===== config.mk =====
export PLATFORM = sky130hd
export DESIGN_NAME = cordic_ctrl_fsm_gen_flat
export DESIGN_NICKNAME = d
export VERILOG_FILES = /design/src/rtl/cordic_ctrl_fsm_gen_if.sv /design/src/rtl/cordic_ctrl_fsm_gen.sv /design/src/flat_wrapper.sv
export SDC_FILE = /design/constraint.sdc
export NUM_CORES = 1
export LEC_CHECK = 0
export BUFFER_PORTS_ARGS = -buffer_cell sky130_fd_sc_hd__buf_2
export CORE_MARGIN = 10
export CORE_UTILIZATION = 30
export CTS_BUF_LIST = sky130_fd_sc_hd__clkbuf_8
export DETAILED_ROUTE_END_ITERATION = 10
export PLACE_DENSITY = 0.57
export SKIP_LAST_GASP = 1
export SYNTH_ARGS = -nofsm -noshare
export SYNTH_HDL_FRONTEND = slang
export SYNTH_SLANG_ARGS = --single-unit

===== constraint.sdc =====
create_clock -name clk -period 5 [get_ports clk]
set_clock_uncertainty 0.05 [all_clocks]
set_input_delay 0.25 -clock clk [delete_from_list [all_inputs] [get_ports clk]]
set_output_delay 0.25 -clock clk [all_outputs]
set_load 0.1 [all_outputs]

===== src/rtl/cordic_ctrl_fsm_gen_if.sv =====
// Control/handshake bundle between the CORDIC control FSM and its datapath / add-subt unit.
interface cordic_ctrl_fsm_gen_if #(
  parameter int unsigned ITER_W = 5
);
  // Requests and status from the datapath side
  logic              start;
  logic [1:0]        op_mode;
  logic [1:0]        region;
  logic              exception;
  logic              add_ready;
  logic              out_ack;

  // Controls driven by the FSM
  logic              reg_clr;
  logic              en_in;
  logic              en_latch;
  logic              sel_first;
  logic [1:0]        sel_var;
  logic [ITER_W-1:0] iter_idx;
  logic              add_beg;
  logic              add_ack;
  logic              en_x;
  logic              en_y;
  logic              en_z;
  logic              sel_out;
  logic              en_sign;
  logic              en_out;
  logic              out_valid;
  logic              out_is_sin;
  logic              busy;
  logic              error;

  modport master (
    input  start, op_mode, region, exception, add_ready, out_ack,
    output reg_clr, en_in, en_latch, sel_first, sel_var, iter_idx, add_beg, add_ack,
           en_x, en_y, en_z, sel_out, en_sign, en_out, out_valid, out_is_sin, busy, error
  );

  modport slave (
    output start, op_mode, region, exception, add_ready, out_ack,
    input  reg_clr, en_in, en_latch, sel_first, sel_var, iter_idx, add_beg, add_ack,
           en_x, en_y, en_z, sel_out, en_sign, en_out, out_valid, out_is_sin, busy, error
  );
endinterface


===== src/rtl/cordic_ctrl_fsm_gen.sv =====
// Control FSM for the iterative CORDIC sin/cos datapath: owns iteration/variable counters,
// sequences the shared add/subt unit, applies the region correction, supports a cos-then-sin
// mode and aborts to an error state if the add/subt unit stops answering.
module cordic_ctrl_fsm_gen #(
  parameter int unsigned N_ITER  = 16,
  parameter int unsigned ITER_W  = 5,
  parameter int unsigned TIMEOUT = 64
) (
  input logic                 clk,
  input logic                 reset,
  cordic_ctrl_fsm_gen_if.master bus
);

  localparam int unsigned WD_W = (TIMEOUT > 1) ? $clog2(TIMEOUT) : 1;
  localparam logic [WD_W-1:0]   WD_LAST   = WD_W'((TIMEOUT == 0) ? 0 : TIMEOUT - 1);
  localparam logic [ITER_W-1:0] ITER_LAST = ITER_W'(N_ITER - 1);

  typedef enum logic [3:0] {
    StClr, StIdle, StLoad, StIter, StLatch, StVar, StGo, StWait,
    StAck, StFin, StOsel, StOsgn, StOreg, StDone, StErr
  } state_e;

  state_e            state_q;
  logic [ITER_W-1:0] iter_q;
  logic [1:0]        var_q;      // 0 X, 1 Y, 2 Z; holds the correction target in the final pass
  logic [WD_W-1:0]   wd_q;
  logic              final_q;
  logic              phase_sin_q;
  logic              both_q;
  logic              tgt_y;

  // Final correction target: X when (region is 00/11) XOR sin-phase, otherwise Y
  assign tgt_y = ~(((bus.region == 2'b00) || (bus.region == 2'b11)) ^ phase_sin_q);

  // State and counter sequencing
  always_ff @(posedge clk or posedge reset) begin
    if (reset) begin
      state_q     <= StClr;
      iter_q      <= '0;
      var_q       <= '0;
      wd_q        <= '0;
      final_q     <= 1'b0;
      phase_sin_q <= 1'b0;
      both_q      <= 1'b0;
    end else begin
      case (state_q)
        StClr: begin
          iter_q  <= '0;
          var_q   <= '0;
          wd_q    <= '0;
          final_q <= 1'b0;
          state_q <= StIdle;
        end
        StIdle: begin
          if (bus.start) begin
            phase_sin_q <= (bus.op_mode == 2'b01);
            both_q      <= (bus.op_mode == 2'b10);
            final_q     <= 1'b0;
            state_q     <= StLoad;
          end
        end
        StLoad: begin
          iter_q  <= '0;
          state_q <= StIter;
        end
        StIter: state_q <= StLatch;
        StLatch: begin
          if (bus.exception) begin
            state_q <= StClr;
          end else begin
            var_q   <= 2'd0;
            state_q <= StVar;
          end
        end
        StVar: state_q <= StGo;
        StGo: begin
          wd_q    <= '0;
          state_q <= StWait;
        end
        StWait: begin
          // A result arriving on the expiry cycle still counts
          if (bus.add_ready) begin
            state_q <= StAck;
          end else if ((TIMEOUT != 0) && (wd_q == WD_LAST)) begin
            state_q <= StErr;
          end else begin
            wd_q <= wd_q + 1'b1;
          end
        end
        StAck: begin
          if (final_q) begin
            state_q <= StOsel;
          end else if (var_q < 2'd2) begin
            var_q   <= var_q + 2'd1;
            state_q <= StVar;
          end else if (iter_q < ITER_LAST) begin
            iter_q  <= iter_q + 1'b1;
            state_q <= StIter;
          end else begin
            final_q <= 1'b1;
            state_q <= StFin;
          end
        end
        StFin: begin
          var_q   <= {1'b0, tgt_y};
          state_q <= StGo;
        end
        StOsel: state_q <= StOsgn;
        StOsgn: state_q <= StOreg;
        StOreg: state_q <= StDone;
        StDone: begin
          if (bus.out_ack) begin
            if (both_q && !phase_sin_q) begin
              // Second result only needs a fresh correction pass
              phase_sin_q <= 1'b1;
              state_q     <= StFin;
            end else begin
              state_q <= StClr;
            end
          end
        end
        StErr: begin
          if (bus.out_ack) state_q <= StClr;
        end
        default: state_q <= StClr;
      endcase
    end
  end

  // Output decode from the current state (result enables also qualified by add_ready)
  always_comb begin
    bus.reg_clr    = 1'b0;
    bus.en_in      = 1'b0;
    bus.en_latch   = 1'b0;
    bus.sel_first  = 1'b0;
    bus.sel_var    = 2'd0;
    bus.iter_idx   = iter_q;
    bus.add_beg    = 1'b0;
    bus.add_ack    = 1'b0;
    bus.en_x       = 1'b0;
    bus.en_y       = 1'b0;
    bus.en_z       = 1'b0;
    bus.sel_out    = 1'b0;
    bus.en_sign    = 1'b0;
    bus.en_out     = 1'b0;
    bus.out_valid  = 1'b0;
    bus.out_is_sin = 1'b0;
    bus.busy       = (state_q != StIdle);
    bus.error      = 1'b0;
    case (state_q)
      StClr:   bus.reg_clr   = 1'b1;
      StLoad:  bus.en_in     = 1'b1;
      StIter:  bus.sel_first = (iter_q == '0);
      StLatch: bus.en_latch  = 1'b1;
      StVar:   bus.sel_var   = var_q;
      StGo: begin
        bus.sel_var = var_q;
        bus.add_beg = 1'b1;
      end
      StWait: begin
        bus.sel_var = var_q;
        bus.en_x    = bus.add_ready && (var_q == 2'd0);
        bus.en_y    = bus.add_ready && (var_q == 2'd1);
        bus.en_z    = bus.add_ready && (var_q == 2'd2);
      end
      StAck:   bus.add_ack = 1'b1;
      StFin:   bus.sel_var = {1'b0, tgt_y};
      StOsel:  bus.sel_out = (var_q == 2'd1);
      StOsgn:  bus.en_sign = 1'b1;
      StOreg:  bus.en_out  = 1'b1;
      StDone: begin
        bus.out_valid  = 1'b1;
        bus.out_is_sin = phase_sin_q;
      end
      StErr:   bus.error = 1'b1;
      default: ;
    endcase
  end

endmodule


===== src/flat_wrapper.sv =====
// flat-port wrapper written by rule: the top's interface ports become plain ports
module cordic_ctrl_fsm_gen_flat 
#(
  parameter int unsigned N_ITER  = 16,
  parameter int unsigned ITER_W  = 5,
  parameter int unsigned TIMEOUT = 64
)
  (clk, reset, bus_start, bus_op_mode, bus_region, bus_exception, bus_add_ready, bus_out_ack, bus_reg_clr, bus_en_in, bus_en_latch, bus_sel_first, bus_sel_var, bus_iter_idx, bus_add_beg, bus_add_ack, bus_en_x, bus_en_y, bus_en_z, bus_sel_out, bus_en_sign, bus_en_out, bus_out_valid, bus_out_is_sin, bus_busy, bus_error);
  cordic_ctrl_fsm_gen_if #(.ITER_W(ITER_W)) bus_i ();
  input logic clk;
  input logic reset;
  input wire logic [$bits(bus_i.start)-1:0] bus_start;
  input wire logic [$bits(bus_i.op_mode)-1:0] bus_op_mode;
  input wire logic [$bits(bus_i.region)-1:0] bus_region;
  input wire logic [$bits(bus_i.exception)-1:0] bus_exception;
  input wire logic [$bits(bus_i.add_ready)-1:0] bus_add_ready;
  input wire logic [$bits(bus_i.out_ack)-1:0] bus_out_ack;
  output wire logic [$bits(bus_i.reg_clr)-1:0] bus_reg_clr;
  output wire logic [$bits(bus_i.en_in)-1:0] bus_en_in;
  output wire logic [$bits(bus_i.en_latch)-1:0] bus_en_latch;
  output wire logic [$bits(bus_i.sel_first)-1:0] bus_sel_first;
  output wire logic [$bits(bus_i.sel_var)-1:0] bus_sel_var;
  output wire logic [$bits(bus_i.iter_idx)-1:0] bus_iter_idx;
  output wire logic [$bits(bus_i.add_beg)-1:0] bus_add_beg;
  output wire logic [$bits(bus_i.add_ack)-1:0] bus_add_ack;
  output wire logic [$bits(bus_i.en_x)-1:0] bus_en_x;
  output wire logic [$bits(bus_i.en_y)-1:0] bus_en_y;
  output wire logic [$bits(bus_i.en_z)-1:0] bus_en_z;
  output wire logic [$bits(bus_i.sel_out)-1:0] bus_sel_out;
  output wire logic [$bits(bus_i.en_sign)-1:0] bus_en_sign;
  output wire logic [$bits(bus_i.en_out)-1:0] bus_en_out;
  output wire logic [$bits(bus_i.out_valid)-1:0] bus_out_valid;
  output wire logic [$bits(bus_i.out_is_sin)-1:0] bus_out_is_sin;
  output wire logic [$bits(bus_i.busy)-1:0] bus_busy;
  output wire logic [$bits(bus_i.error)-1:0] bus_error;
  assign bus_i.start = bus_start;
  assign bus_i.op_mode = bus_op_mode;
  assign bus_i.region = bus_region;
  assign bus_i.exception = bus_exception;
  assign bus_i.add_ready = bus_add_ready;
  assign bus_i.out_ack = bus_out_ack;
  assign bus_reg_clr = bus_i.reg_clr;
  assign bus_en_in = bus_i.en_in;
  assign bus_en_latch = bus_i.en_latch;
  assign bus_sel_first = bus_i.sel_first;
  assign bus_sel_var = bus_i.sel_var;
  assign bus_iter_idx = bus_i.iter_idx;
  assign bus_add_beg = bus_i.add_beg;
  assign bus_add_ack = bus_i.add_ack;
  assign bus_en_x = bus_i.en_x;
  assign bus_en_y = bus_i.en_y;
  assign bus_en_z = bus_i.en_z;
  assign bus_sel_out = bus_i.sel_out;
  assign bus_en_sign = bus_i.en_sign;
  assign bus_en_out = bus_i.en_out;
  assign bus_out_valid = bus_i.out_valid;
  assign bus_out_is_sin = bus_i.out_is_sin;
  assign bus_busy = bus_i.busy;
  assign bus_error = bus_i.error;
  cordic_ctrl_fsm_gen #(.N_ITER(N_ITER), .ITER_W(ITER_W), .TIMEOUT(TIMEOUT)) u_core (.clk(clk), .reset(reset), .bus(bus_i));
endmodule

==> results.toml <==
[pwr]
clkPwrFrac_pct = 16.7
combPwrFrac_pct = 55.1
p_total_mw = 1.007
power.leakage_nw = 0.8459
p_sw_share_pct = 54.85
p_per_area_mw_per_mm2 = 552.6
power.share.sequential_pct = 28.2
internal_power_mw = 0.4545
switchingPower_mw = 0.5522
ir_worst_vdd_uv = 327.2

[yosys]
synth_cell_types = 50
yosys.area_share.simple_pct = 27.62
synth_top_family_by_area = "simple AND/OR/NAND/NOR gates"
synth_edf_count = 0
syn_inst = 190
yosys.area_share.adder_pct = 4.804
synthMuxAreaShare_pct = 2.642
ys.flop_type = "dfrtp_1"
synth_seq_cells = 20
avgSynthCellArea_um2 = 8.225
synth_area_mm2 = 0.001563
synth-warning-count = 0
synthesis.nets = 206
synth_compound_area_share_pct = 24.34
synthArstFlopShare_pct = 100.0
synth-xor-area-share_pct = 1.121
synth.yosys.seq_area_share_pct = 32.03

[sta]
post-route-period-util_pct = 53.21
tns_ns = 0
worst_slew_pin_slew_ns = 0.8089
slew_viol_final = 0
timing.final.ws_setup_ns = 2.339
hold_violations = 0
finalCriticalPeriod_ns = 2.661
rsz0062_at_grt = "false"
fmax_ghz = 0.3758
relSlewSlack_pct = 46.01
setup_viol = 0

[setup_path]
path_max_fanout = 20
critPathLaunchType = "register"
worstPathArrival_ns = 2.36
timing.rr.start = "u_core.state_q[1]"
required_ns = 4.70
end_kind = "output pin"
criticalPathCategory = "reg2out"
regToRegEndpoint = "u_core.wd_q[2]"
endpoint = "bus_en_z"
worst-r2r-cell-count = 4
cp-startpoint = "u_core.state_q[1]"
reg2reg_slack_ns = 2.83

[route]
first_pass_iters = 4
topRoutingLayerUsed = "met4"
dr_wl_met2_um = 2121
wl_met1_um = 2055
postRouteAntennaNets = 0
vias_per_cell = 5.309
wl_per_cell_um = 15.81
wl_met3_um = 282
drc = 0
drt_wl_total_um = 4507
drt_iter0_markers = 180
vias = 1513

[clocking]
cts_buffers = 3
clockRootBuffer = "clkbuf_8"
cts_tree = "built"
cts_max_level = 1
cts_hold_buffers = 0
clk_pin_slew_ns = 0.08
clock_sinks = 20
cts_setup_buffers = 0
clock_path_buffers = 2
clock_latency_ns = 0.27
cts_resized = 0

[layout]
regArea_um2 = 500.5
final_cell_mix = "buf_2, nor2_1, dfrtp_1, inv_1, nand2_1"
fin_area_mm2 = 0.001822
fin_cells = 285
multi_input_area_um2 = 945.9
nFillCells = 547
synthToLayoutAreaGrowth_pct = 16.57
diodes = 0
nNetsFinal = 232
drive_gt1_share_pct = 19.53
layout_commonest_cell = "buf_2"

[place]
dp_cells = 281
io_buffers = 32
dpl.hpwl_um = 3390
place_area_mm2 = 0.001750
gp_congestion = 0.8092
dpl_worst_slack_ns = 2.664

[floorplanning]
die_area_mm2 = 0.008496
die_h_um = 92.18
placementRows = 26
pin_count = 33
start_util_pct = 30.79
fp.dieW_um = 92.18
core_region_area_mm2 = 0.005075

[run_status]
status = "finished, final reports clean"

[global_route]
grt_first_pass_wirelength_um = 7610
first_global_vias = 1507
grt_overflow = 0
antenna_found_initial = 0
grt_usage_pct = 10.62
grt_max_degree = 21

[worst_hold_path]
hold_path.class = "in2async"

[job]
maxCapViolCount = 0
how the worst min path moves through the flow:
stage | slack, ns | from | endpoint
after floorplan | 0.16 | reset | u_core.both_q
after detailed placement | 0.41 | reset | u_core.bus.iter_idx[2]
after CTS | 0.12 | reset | u_core.bus.iter_idx[2]
final | 0.07 | reset | u_core.bus.iter_idx[3]
after global placement | 0.40 | bus_op_mode[0] | u_core.both_q
after global routing | 0.13 | bus_op_mode[0] | u_core.both_q
power groups by stage:
stage                     combinational (mW)  sequential [mW]  clock (mW)
final                                  0.554            0.284       0.168
after global routing                   0.602            0.296       0.178
after CTS                              0.555            0.282       0.172
after detailed placement               0.554            0.286           0
after global placement                 0.557            0.282           0
after floorplan                        0.545            0.209           0
worst max-delay path, stage by stage, from the launching register on:
cell and delay [ns]:
dfrtp_1 0.75, nand2_1 0.36, nor2_1 0.35, and3_1 0.20, buf_2 0.43
cells by family after synthesis:
logic type / Yosys count
multiplexers: 4
AND/OR/NAND/NOR: 78
buffers and inverters: 26
adder cells (fa/ha/maj): 6
XOR/XNOR: 2
flip-flops: 20
AO/OA/AOI/OAI: 54
layout make-up:
class / count / share of cell area, %
multi-input combinational: 144 / 51.92
sequential: 20 / 27.47
timing repair buffer: 32 / 8.791
tap: 70 / 4.808
inverter: 15 / 3.091
clock buffer: 3 / 2.266
clock inverter: 1 / 1.648
state kept, by name, summed over array words and instances, names as in the netlist:
name	flops
u_core.bus.iter_idx	5
u_core.state_q	4
u_core.phase_sin_q	1
u_core.both_q	1
u_core.wd_q	6
u_core.final_q	1
u_core.var_q	2
per-layer routing:
metal	track usage, %	vias to the layer above
li1	-	741
met4	2.699	0
met3	2.445	5
met1	14.10	722
met2	16.88	45
met5	0	-
through the flow:
step	utilization (%)	hold slack (ns)
floorplan	-	0.1638
global placement	34.49	0.4045
detailed placement	34.49	0.4081
CTS	35.90	0.1185
global route	35.90	0.1266
finish	35.90	0.06865
synth_stat cells, types with 3 or more instances:
| master | number | area, µm² |
|---|---|---|
| a21o_1 | 4 | 30.03 |
| nand3_1 | 3 | 15.01 |
| o2bb2ai_1 | 3 | 26.28 |
| buf_2 | 3 | 15.01 |
| inv_1 | 15 | 56.30 |
| ha_1 | 6 | 75.07 |
| a41oi_1 | 3 | 26.28 |
| nor2b_1 | 3 | 18.77 |
| clkbuf_1 | 6 | 22.52 |
| o21ai_0 | 8 | 40.04 |
| dfrtp_1 | 20 | 500.5 |
| nand2_1 | 13 | 48.80 |
| a21oi_1 | 12 | 60.06 |
| o31ai_1 | 4 | 30.03 |
| nand2b_1 | 5 | 31.28 |
| mux2i_1 | 3 | 30.03 |
| nor2_1 | 21 | 78.83 |
| and3_1 | 4 | 25.02 |
| or4_1 | 5 | 37.54 |
| nand4_1 | 3 | 18.77 |
| nor3_1 | 6 | 30.03 |
Power figures use the tool's default switching activity.
